## src/rtl/insn_dispatcher.sv

```systemverilog
// insn_dispatcher: buffers 16-bit instructions in a small FIFO and issues the
// decoded head to the datapath controller through a start/waiting handshake.
module insn_dispatcher #(
   parameter int DEPTH = 4
) (
   input  logic                    clk,
   input  logic                    rst,
   input  logic                    in_valid,
   output logic                    in_ready,
   input  logic [15:0]             in_instr,
   input  logic                    flush,
   input  logic                    waiting,
   output logic                    start,
   output logic [2:0]              opcode,
   output logic [1:0]              ALU_op,
   output logic [1:0]              shift_op,
   output logic [2:0]              rn,
   output logic [2:0]              rd,
   output logic [2:0]              rm,
   output logic [7:0]              imm8,
   output logic                    busy,
   output logic [$clog2(DEPTH):0]  count,
   output logic                    illegal
);
   localparam int PW = $clog2(DEPTH);
   localparam int CW = PW + 1;
   localparam logic [CW-1:0] FULL = CW'(DEPTH);

   typedef enum logic [1:0] {IDLE, ISSUE, ACK, EXEC} state_t;

   state_t        state_q, state_d;
   logic [15:0]   mem_q [DEPTH];
   logic [PW-1:0] wr_ptr_q, wr_ptr_d;
   logic [PW-1:0] rd_ptr_q, rd_ptr_d;
   logic [CW-1:0] count_q, count_d;
   logic [15:0]   instr_q, instr_d;
   logic          illegal_q, illegal_d;
   logic          push, pop, head_legal;
   logic [15:0]   head;

   assign head       = mem_q[rd_ptr_q];
   assign head_legal = (head[15:13] == 3'b110) || (head[15:13] == 3'b101);
   assign in_ready   = (count_q < FULL) & ~rst;
   // flush wins over a same-cycle push and cancels a pending pop
   assign push       = in_valid & in_ready & ~flush;
   assign pop        = (state_q == IDLE) && (count_q != '0) && waiting && !flush;

   always_comb begin
      state_d   = state_q;
      instr_d   = instr_q;
      illegal_d = 1'b0;
      case (state_q)
         IDLE: begin
            if (pop) begin
               if (head_legal) begin
                  instr_d = head;
                  state_d = ISSUE;
               end else begin
                  illegal_d = 1'b1;
               end
            end
         end
         ISSUE:   state_d = ACK;
         // waiting still high here means the controller never saw start
         ACK:     state_d = waiting ? ISSUE : EXEC;
         EXEC:    if (waiting) state_d = IDLE;
         default: state_d = IDLE;
      endcase
   end

   always_comb begin
      wr_ptr_d = wr_ptr_q;
      rd_ptr_d = rd_ptr_q;
      count_d  = count_q;
      if (flush) begin
         wr_ptr_d = '0;
         rd_ptr_d = '0;
         count_d  = '0;
      end else begin
         if (push) wr_ptr_d = wr_ptr_q + 1'b1;
         if (pop)  rd_ptr_d = rd_ptr_q + 1'b1;
         count_d = count_q + CW'(push) - CW'(pop);
      end
   end

   always_ff @(posedge clk or posedge rst) begin
      if (rst) begin
         state_q   <= IDLE;
         wr_ptr_q  <= '0;
         rd_ptr_q  <= '0;
         count_q   <= '0;
         instr_q   <= '0;
         illegal_q <= 1'b0;
      end else begin
         state_q   <= state_d;
         wr_ptr_q  <= wr_ptr_d;
         rd_ptr_q  <= rd_ptr_d;
         count_q   <= count_d;
         instr_q   <= instr_d;
         illegal_q <= illegal_d;
      end
   end

   always_ff @(posedge clk) begin
      if (push) mem_q[wr_ptr_q] <= in_instr;
   end

   assign start    = (state_q == ISSUE);
   assign busy     = (state_q != IDLE);
   assign count    = count_q;
   assign illegal  = illegal_q;
   assign opcode   = instr_q[15:13];
   assign ALU_op   = instr_q[12:11];
   assign rn       = instr_q[10:8];
   assign rd       = instr_q[7:5];
   assign shift_op = instr_q[4:3];
   assign rm       = instr_q[2:0];
   assign imm8     = instr_q[7:0];

endmodule

```

## config.mk

```make
export PLATFORM = sky130hd
export DESIGN_NAME = insn_dispatcher
export DESIGN_NICKNAME = d
export VERILOG_FILES = /design/src/rtl/insn_dispatcher.sv
export SDC_FILE = /design/constraint.sdc
export NUM_CORES = 1
export LEC_CHECK = 0
export CAP_MARGIN = 30
export CORE_MARGIN = 2
export CORE_UTILIZATION = 41
export DETAILED_ROUTE_END_ITERATION = 7
export GPL_ROUTABILITY_DRIVEN = 0
export SLEW_MARGIN = 20
export SYNTH_ARGS = -nofsm -noshare
export SYNTH_HDL_FRONTEND = slang
export SYNTH_SLANG_ARGS = --single-unit
```

## constraint.sdc

```tcl
create_clock -name clk -period 2.7 [get_ports clk]
set_input_delay 0.54 -clock clk [delete_from_list [all_inputs] [get_ports clk]]
set_output_delay 0.54 -clock clk [all_outputs]
set_load 0.05 [all_outputs]
```

; After elaboration in Yosys (flattened, before gate mapping)
; Memory sizes are Yosys's and may differ from the RTL's.
; Cells that the tools add are included.
[totals]
reg_bits = 26
mem_bits_rw = 64
in_bits = 21
out_inout_bits = 31
elab_cells = 52
memories = 1
[classes]
addsub = 4
magnitude_cmp = 1
eq_ne = 8
muxes = 15
bitwise = 5
reduce_logical = 12
[memory_table]
columns = name, words, word_bits, read_ports, rd_ports_with_merged_regs, wr, line
row1 = mem_q, 4, 16, 1, 0, 1, 32  ; logic [15:0] mem_q [DEPTH];
[op_table]
columns = op, count
row1 = 2-to-1 mux 2 bit, 8
row2 = case mux 2 bit (4 select lines), 1
row3 = "equality test 3 bit, second input constant", 2
row4 = "inequality test 2 bit, second input constant", 3
row5 = AND reduction 3 bit, 2
row6 = nonzero test 2 bit, 3
row7 = 2-to-1 mux 1 bit, 5
row8 = "adder 2 x 1 -> 2 bit, second input constant", 2
row9 = "equality test 2 bit, second input constant", 2
row10 = adder 3 x 1 -> 3 bit, 1
row11 = bitwise AND 1 bit, 3
row12 = logical AND 1 bit, 3
row13 = "less-than comparator 3 bit, second input constant", 1
row14 = 2-to-1 mux 3 bit, 1
row15 = nonzero test 3 bit, 1
row16 = subtractor 3 x 1 -> 3 bit, 1
row17 = "equality test 2 x 1 -> 1 bit, second input constant", 1
row18 = logical NOT 2 bit, 1
row19 = inverter 1 bit, 2
row20 = logical NOT 1 bit, 1
row21 = logical OR 1 bit, 1

; Logic depth before layout (Yosys ltp)
; Gate-level depths: netlist (run 1).
[logic_depth]
ltp_word = 7
depth_mapped = 10
mapped_depth_nobuf = 10

; Worst setup path after synthesis (run 1)
; Ideal clock, no wire load.
[synth_timing]
kind = reg2reg
from = register count_q[2] (netlist: count[2])
to = register count_q[2] (netlist: count[2])
setup_time_ns = 0.132
t_arrival_ns = 2.361
setup_slack_ns = 0.207
stages_incl_launch_ff = 11
n_path_buf = 0
period_less_slack_ns = 2.493
cell_sequence = dfrtp_1 -> nor3b_1 -> nor2b_1 -> inv_1 -> ha_1 -> inv_1 -> ha_1 -> inv_1 -> fa_1 -> xnor2_1 -> nor2_1
[synth_between]
elab_chain_cells = 7
elab_cells_between_ends = 11
[synth_lines]
columns = item, line
row1 = "start, declared", 35  ; logic [CW-1:0] count_q, count_d;
row2 = "start signal, assigned", 98  ; count_q <= count_d;
row3 = less-than comparator 3 bit, 43  ; assign in_ready = (count_q < FULL) & ~rst;
row4 = bitwise AND 1 bit, 43
row5 = bitwise AND 1 bit (2 in a row), 45  ; assign push = in_valid & in_ready & ~flush;
row6 = adder 3 x 1 -> 3 bit, 82  ; count_d = count_q + CW'(push) - CW'(pop);
row7 = subtractor 3 x 1 -> 3 bit *, 82
row8 = 2-to-1 mux 3 bit *, 75  ; if (flush) begin
row9 = named net count_d[2], 35
; Mark *: on every way through the listed nets, which the timed path passes. The rest lies on a longest branch.
; A chain may end at the register's enable or synchronous reset.

; Worst setup path after layout (run 1)
[layout_timing]
from = input port rst
to = register count_q[2] (netlist: count[2])
[layout_between]
elab_chain_cells = 7
[layout_lines]
columns = item, line
row1 = "start, declared", 7  ; input logic rst,
row2 = inverter 1 bit, 43
row3 = bitwise AND 1 bit, 43
row4 = bitwise AND 1 bit (2 in a row), 45
row5 = adder 3 x 1 -> 3 bit, 82
row6 = subtractor 3 x 1 -> 3 bit, 82
row7 = 2-to-1 mux 3 bit, 75
row8 = named net count_d[2], 35
; The timed path passes the listed nets, and every way through them passes these cells.

==> flow_summary.json, run 1 <==
{
  "yosys_warnings": 0,
  "cp.required_ns": 2.95,
  "leakagePower_uw": 0.00165,
  "p_total_uw": 3510,
  "clkTransAtPathRegs_ns": 0.09,
  "rsz0062_at_grt": "false",
  "crit_path_start": "rst",
  "ios": 52,
  "synth_flop_cell": "edfxtp_1",
  "start_util": 0.418,
  "cp_common_cell": "inv_1",
  "dp_hpwl_um": 3700,
  "wire_per_inst_um": 16.6,
  "antenna_found_initial": 0,
  "power.density_nw_per_um2": 790,
  "ff2ff_path_depth": 5,
  "ys_async_sr_fraction": 0.289,
  "cp_slowest_stage_delay_ns": 0.44,
  "finalCritPeriodShare": 0.872,
  "worst_setup_path_start_kind": "primary input",
  "instances_no_fill": 358,
  "cp_max_fo": 3,
  "max-slew-margin-rel": 0.650,
  "min_from": "instr_q[15]$_DFFE_PP0P_",
  "drc": 0,
  "grt.overflow.total": 0,
  "fin_skew_ns": 0.00929,
  "drive_above_1_share": 0.216,
  "placed_area_um2": 4250,
  "grt_use_total": 0.135,
  "htreeDepth": 3,
  "cts_sinks": 90,
  "drt_first_pass_iters": 4,
  "synthTopCellsByArea": "edfxtp_1 53%, dfrtp_1 18%, mux4_2 6.9%",
  "max-vdd-ir-drop_uv": 340,
  "die_x_um": 97.8,
  "vias": 1737,
  "hp-class": "register to register",
  "final_cell_area_um2": 4440,
  "cp_slowest_cell": "clkdlybuf4s50_1",
  "drv_cap": 0,
  "yosysTopAreaCell": "edfxtp_1",
  "grt_pass1_vias": 1782,
  "synth_nets": 213,
  "chipHeight_um": 97.8,
  "cts_resized": 0,
  "grt_pass1_wl_um": 9740,
  "nets": 273,
  "r2r-start": "rd_ptr_q[0]$_DFFE_PP0P_",
  "grt_max_degree": 27,
  "synth_seq_area_share": 0.712,
  "min_to": "instr_q[15]$_DFFE_PP0P_",
  "worst_slew_pin_slew_ns": 0.523,
  "die-area_um2": 9570,
  "max_freq_ghz": 0.425,
  "synth_top_area_frac": 0.532,
  "hold_buffers": 0,
  "cts_setup_buffers": 0,
  "synth.distinct_cells": 30,
  "reg2reg_slack_ns": 0.44,
  "cts_buffers": 9,
  "crit_chain": "clkdlybuf4s50_1, nor3b_1, nor2b_1, inv_1, ha_1, inv_1, ha_1, inv_1, fa_1, xnor2_1, nor2_1",
  "viasPerCell": 4.85,
  "synth-edff-count": 64,
  "min_period_ns": 2.35,
  "dp_cells": 342,
  "antenna_left": 0,
  "cp-end-kind": "register",
  "cts-root-buf": "clkbuf_8",
  "row_count": 34,
  "cts_tree": "yes",
  "clock_latency_ns": 0.35,
  "clockBufferDepth": 2,
  "final_hold_viol_count": 0,
  "syn_inst": 185,
  "fillCellCount": 723,
  "synth-seq-cells": 90,
  "syn_to_final_growth_pct": 23.0,
  "syn_area_um2": 3610,
  "drt_iter0_markers": 47,
  "n_antenna_cell": 0,
  "io_buffers": 51,
  "avgSynthCellArea_um2": 19.5,
  "status": "finished, final reports clean",
  "core-area_um2": 8640,
  "wl_um": 5960,
  "r2r_end": "instr_q[0]$_DFFE_PP0P_",
  "worstSetupPathType": "primary input to register",
  "drv_slew": 0,
  "setup_viol": 0,
  "worst_ep_arrival_time_ns": 2.60,
  "whs_path_depth": 1
}
cell usage in the layout, fill, tap and decap left out:
cell type / n
nor2_1: 10
mux2_4: 7
a21boi_0: 1
clkbuf_1: 2
clkinv_2: 1
buf_12: 1
clkbuf_8: 10
xnor2_1: 2
or3_1: 1
inv_1: 8
mux4_1: 5
a211oi_1: 1
and2_1: 4
buf_4: 13
nor2b_1: 3
or2_1: 2
nand3_1: 1
mux4_2: 11
xor2_1: 4
nand4_1: 1
clkinv_4: 1
bufinv_16: 1
clkinvlp_4: 1
clkdlybuf4s50_1: 50
mux2_2: 7
mux2i_1: 1
dfrtp_1: 26
edfxtp_1: 64
fa_1: 1
nor4bb_4: 1
a21oi_1: 2
ha_1: 6
nor3b_1: 1
metal layers:
| metal | wire [um] | track usage | up-vias |
|---|---|---|---|
| li1 | - | - | 807 |
| met1 | 2790 | 0.189 | 886 |
| met2 | 2900 | 0.203 | 37 |
| met3 | 188 | 0.0272 | 7 |
| met4 | 88 | 0.0641 | 0 |
| met5 | 0 | 0 | - |
registers in the layout (all words and copies together) (netlist names):
| signal | count |
|---|---|
| instr_q | 16 |
| illegal | 1 |
| count | 3 |
| wr_ptr_q | 2 |
| mem_q | 64 |
| state_q | 2 |
| rd_ptr_q | 2 |
cells in the mapped netlist (2+ instances only):
master    instances
buf_4             8
ha_1              6
xnor2_1           2
xor2_1            4
mux2_2            7
or2_1             2
mux4_2           11
mux2_4            7
mux4_1            5
dfrtp_1          26
buf_1             2
nor2b_1           3
a21oi_1           2
nor2_1           10
and2_1            4
buf_6             2
inv_1             8
edfxtp_1         64
worst max-delay path, delay by kind of cell:
family,cells,cell delay [ns]
adders and majority gates,3,0.76
and+or+nand+nor,3,0.54
buffers and inverters,4,0.60
xor gates and xnor gates,1,0.16
logic make-up after synthesis:
logic type | count (synthesis) | synth area share
flops | 90 | 0.712
mux | 31 | 0.159
simple gates | 24 | 0.0398
buf+inv | 23 | 0.0412
fa+ha+maj | 7 | 0.0263
xor+xnor | 6 | 0.0146
compound gates | 4 | 0.00693
power by group:
part / total [uW] / leakage [uW] / switching, uW / internal (uW)
clock: 909 / 0.0000966 / 454 / 454
combinational: 939 / 0.000624 / 579 / 359
sequential: 1660 / 0.000927 / 71.8 / 1590
per-stage QoR:
stage | TNS (ns) | setup WS, ns | hold WS, ns | utilization
2_1_floorplan | 0 | 0.207 | 0.461 | -
3_3_place_gp | 0 | 0.0439 | 0.448 | 0.492
3_5_place_dp | -0.0365 | -0.0365 | 0.454 | 0.492
4_1_cts | 0 | 0.325 | 0.472 | 0.514
5_1_grt | 0 | 0.113 | 0.508 | 0.514
6_report | 0 | 0.345 | 0.462 | 0.514
final cells by class:
cell class	instances	area, um2	area share
inverter	8	30.0	0.00676
tap	108	135	0.0304
sequential	90	2570	0.579
timing repair buffer	64	618	0.139
clock inverter	4	51.3	0.0115
clock buffer	12	145	0.0327
multi-input combinational	72	890	0.200
how the worst max path moves through the flow:
stage	cells after the start	endpoint	slack [ns]
after CTS	11	count[2]$_DFF_PP0_	0.32
after global placement	11	count[2]$_DFF_PP0_	0.04
after floorplan	10	count[2]$_DFF_PP0_	0.21
after detailed placement	11	count[2]$_DFF_PP0_	-0.04
after global routing	11	count[2]$_DFF_PP0_	0.11
final	11	count[2]$_DFF_PP0_	0.35
Power figures use the tool's default switching activity.
==> inputs of run 2 (changes only) <==
--- a/config.mk
+++ b/config.mk
@@ -10,6 +10,7 @@
 export CORE_UTILIZATION = 41
 export DETAILED_ROUTE_END_ITERATION = 7
 export GPL_ROUTABILITY_DRIVEN = 0
+export GPL_TIMING_DRIVEN = 0
 export SLEW_MARGIN = 20
 export SYNTH_ARGS = -nofsm -noshare
 export SYNTH_HDL_FRONTEND = slang
==> run 2 against run 1 <==
Clock-buffer cell count stayed put. Final cell count increased by 1.4%. First-iteration DRC count rose to 2.7 times the previous value. Non-clock buffer count up 5. Global-route usage increased by 0.30 points. Power is 0.74% higher. Clock power is 2% lower. Sequential power about the same. Combinational power increased by 4.7%. Largest power group unchanged.
==> flow_summary.json, run 2 (same netlist as run 1, synthesis figures left out) <==
{
  "wire_per_inst_um": 17.4,
  "drv_slew": 0,
  "die_x_um": 97.8,
  "cts_tree": "yes",
  "htreeDepth": 3,
  "grt_use_total": 0.138,
  "drive_above_1_share": 0.224,
  "power.density_nw_per_um2": 786,
  "status": "finished, final reports clean",
  "final_hold_viol_count": 0,
  "crit_path_start": "rst",
  "grt_pass1_wl_um": 9900,
  "drt_first_pass_iters": 4,
  "n_antenna_cell": 0,
  "grt.overflow.total": 0,
  "setup_viol": 0,
  "row_count": 34,
  "min_period_ns": 2.52,
  "cts_buffers": 9,
  "nets": 278,
  "die-area_um2": 9570,
  "grt_max_degree": 27,
  "rsz0062_at_grt": "false",
  "worst_slack_ns": 0.179,
  "worst_slew_pin_slew_ns": 0.911,
  "hp-class": "register to register",
  "worst_ep_arrival_time_ns": 2.76,
  "fin_skew_ns": 0.00887,
  "max-vdd-ir-drop_uv": 391,
  "worst_setup_path_start_kind": "primary input",
  "drv_cap": 0,
  "viasPerCell": 4.88,
  "clkTransAtPathRegs_ns": 0.09,
  "cts-root-buf": "clkbuf_8",
  "clockBufferDepth": 2,
  "syn_to_final_growth_pct": 24.6,
  "final_common_cell": "edfxtp_1",
  "instances_no_fill": 363,
  "mostFrequentLayoutCells": "64 x edfxtp_1, 51 x clkdlybuf4s50_1, 26 x dfrtp_1",
  "cp.required_ns": 2.94,
  "core-area_um2": 8640,
  "chipHeight_um": 97.8,
  "clock_latency_ns": 0.35,
  "antenna_left": 0,
  "wl_um": 6310,
  "r2r-start": "count[1]$_DFF_PP0_",
  "vias": 1772,
  "ios": 52,
  "leakagePower_uw": 0.00167,
  "dp_hpwl_um": 3880,
  "io_buffers": 51,
  "max_freq_ghz": 0.397,
  "finalCritPeriodShare": 0.934,
  "dp_cells": 344,
  "min_from": "instr_q[15]$_DFFE_PP0P_",
  "worstSetupPathType": "primary input to register",
  "cts_setup_buffers": 0,
  "p_total_uw": 3530,
  "cp_max_fo": 5,
  "largest_reg_flops": 64,
  "hold_buffers": 0,
  "cp-end-kind": "register",
  "cts_sinks": 90,
  "max_flop_register": "mem_q",
  "antenna_found_initial": 0,
  "grt_pass1_vias": 1804,
  "max-slew-margin-rel": 0.392,
  "final_util": 0.521,
  "start_util": 0.418,
  "drt_iter0_markers": 129,
  "drc": 0,
  "pre_cts_slack_ns": -0.431
}
## run 2: critical path: stages
cell and delay, ns:
clkdlybuf4s50_1 0.49, nor3b_4 0.30, nor2b_1 0.28, inv_1 0.07, ha_1 0.27, inv_1 0.05
ha_1 0.12, inv_1 0.05, fa_1 0.37, xnor2_1 0.17, nor2_1 0.05
## run 2: layout make-up
cell class / count / area [um2]
clock buffers: 12 / 135
inverters: 8 / 30.0
fillers: 712 / 4140
clock inverters: 4 / 53.8
plain buffers: 15 / 120
repair buffers: 54 / 552
well taps: 108 / 135
multi-input cells: 72 / 901
flip-flops and latches: 90 / 2570
## run 2: through the flow
stage / cell area (um2) / hold slack [ns] / TNS (ns)
after floorplan: 3610 / 0.461 / 0
after global placement: 4260 / 0.448 / -20.37
after detailed placement: 4260 / 0.452 / -23.85
after CTS: 4450 / 0.473 / 0
after global routing: 4500 / 0.504 / 0
final: 4500 / 0.467 / 0
## run 2: power breakdown
group          internal (uW)  leakage, uW  switching, uW
clock                    431    0.0000868            460
combinational            392     0.000652            591
sequential              1590     0.000927           70.0
## run 2: final timing paths
kind                                            to  slack [ns]  cells past startpoint
max                             count[2]$_DFF_PP0_        0.18                     11
max reg2reg                     count[2]$_DFF_PP0_        0.31                     10
max in group asynchronous  rd_ptr_q[1]$_DFFE_PP0P_        1.59                      2
min reg2reg                instr_q[15]$_DFFE_PP0P_        0.47                      1
min                        instr_q[15]$_DFFE_PP0P_        0.47                      1
min in group asynchronous  rd_ptr_q[0]$_DFFE_PP0P_        0.70                      2
## run 2: repair_timing
action,4_1_cts,5_1_grt
resized for setup,1,3
cloned,0,0
setup endpoints to repair,1,1
## run 2: routing by layer
layer,GRT usage,up-vias,wire (um)
li1,-,816,-
met1,0.186,905,2980
met2,0.218,41,3000
met3,0.0229,10,200
met4,0.0673,0,124
met5,0,-,0
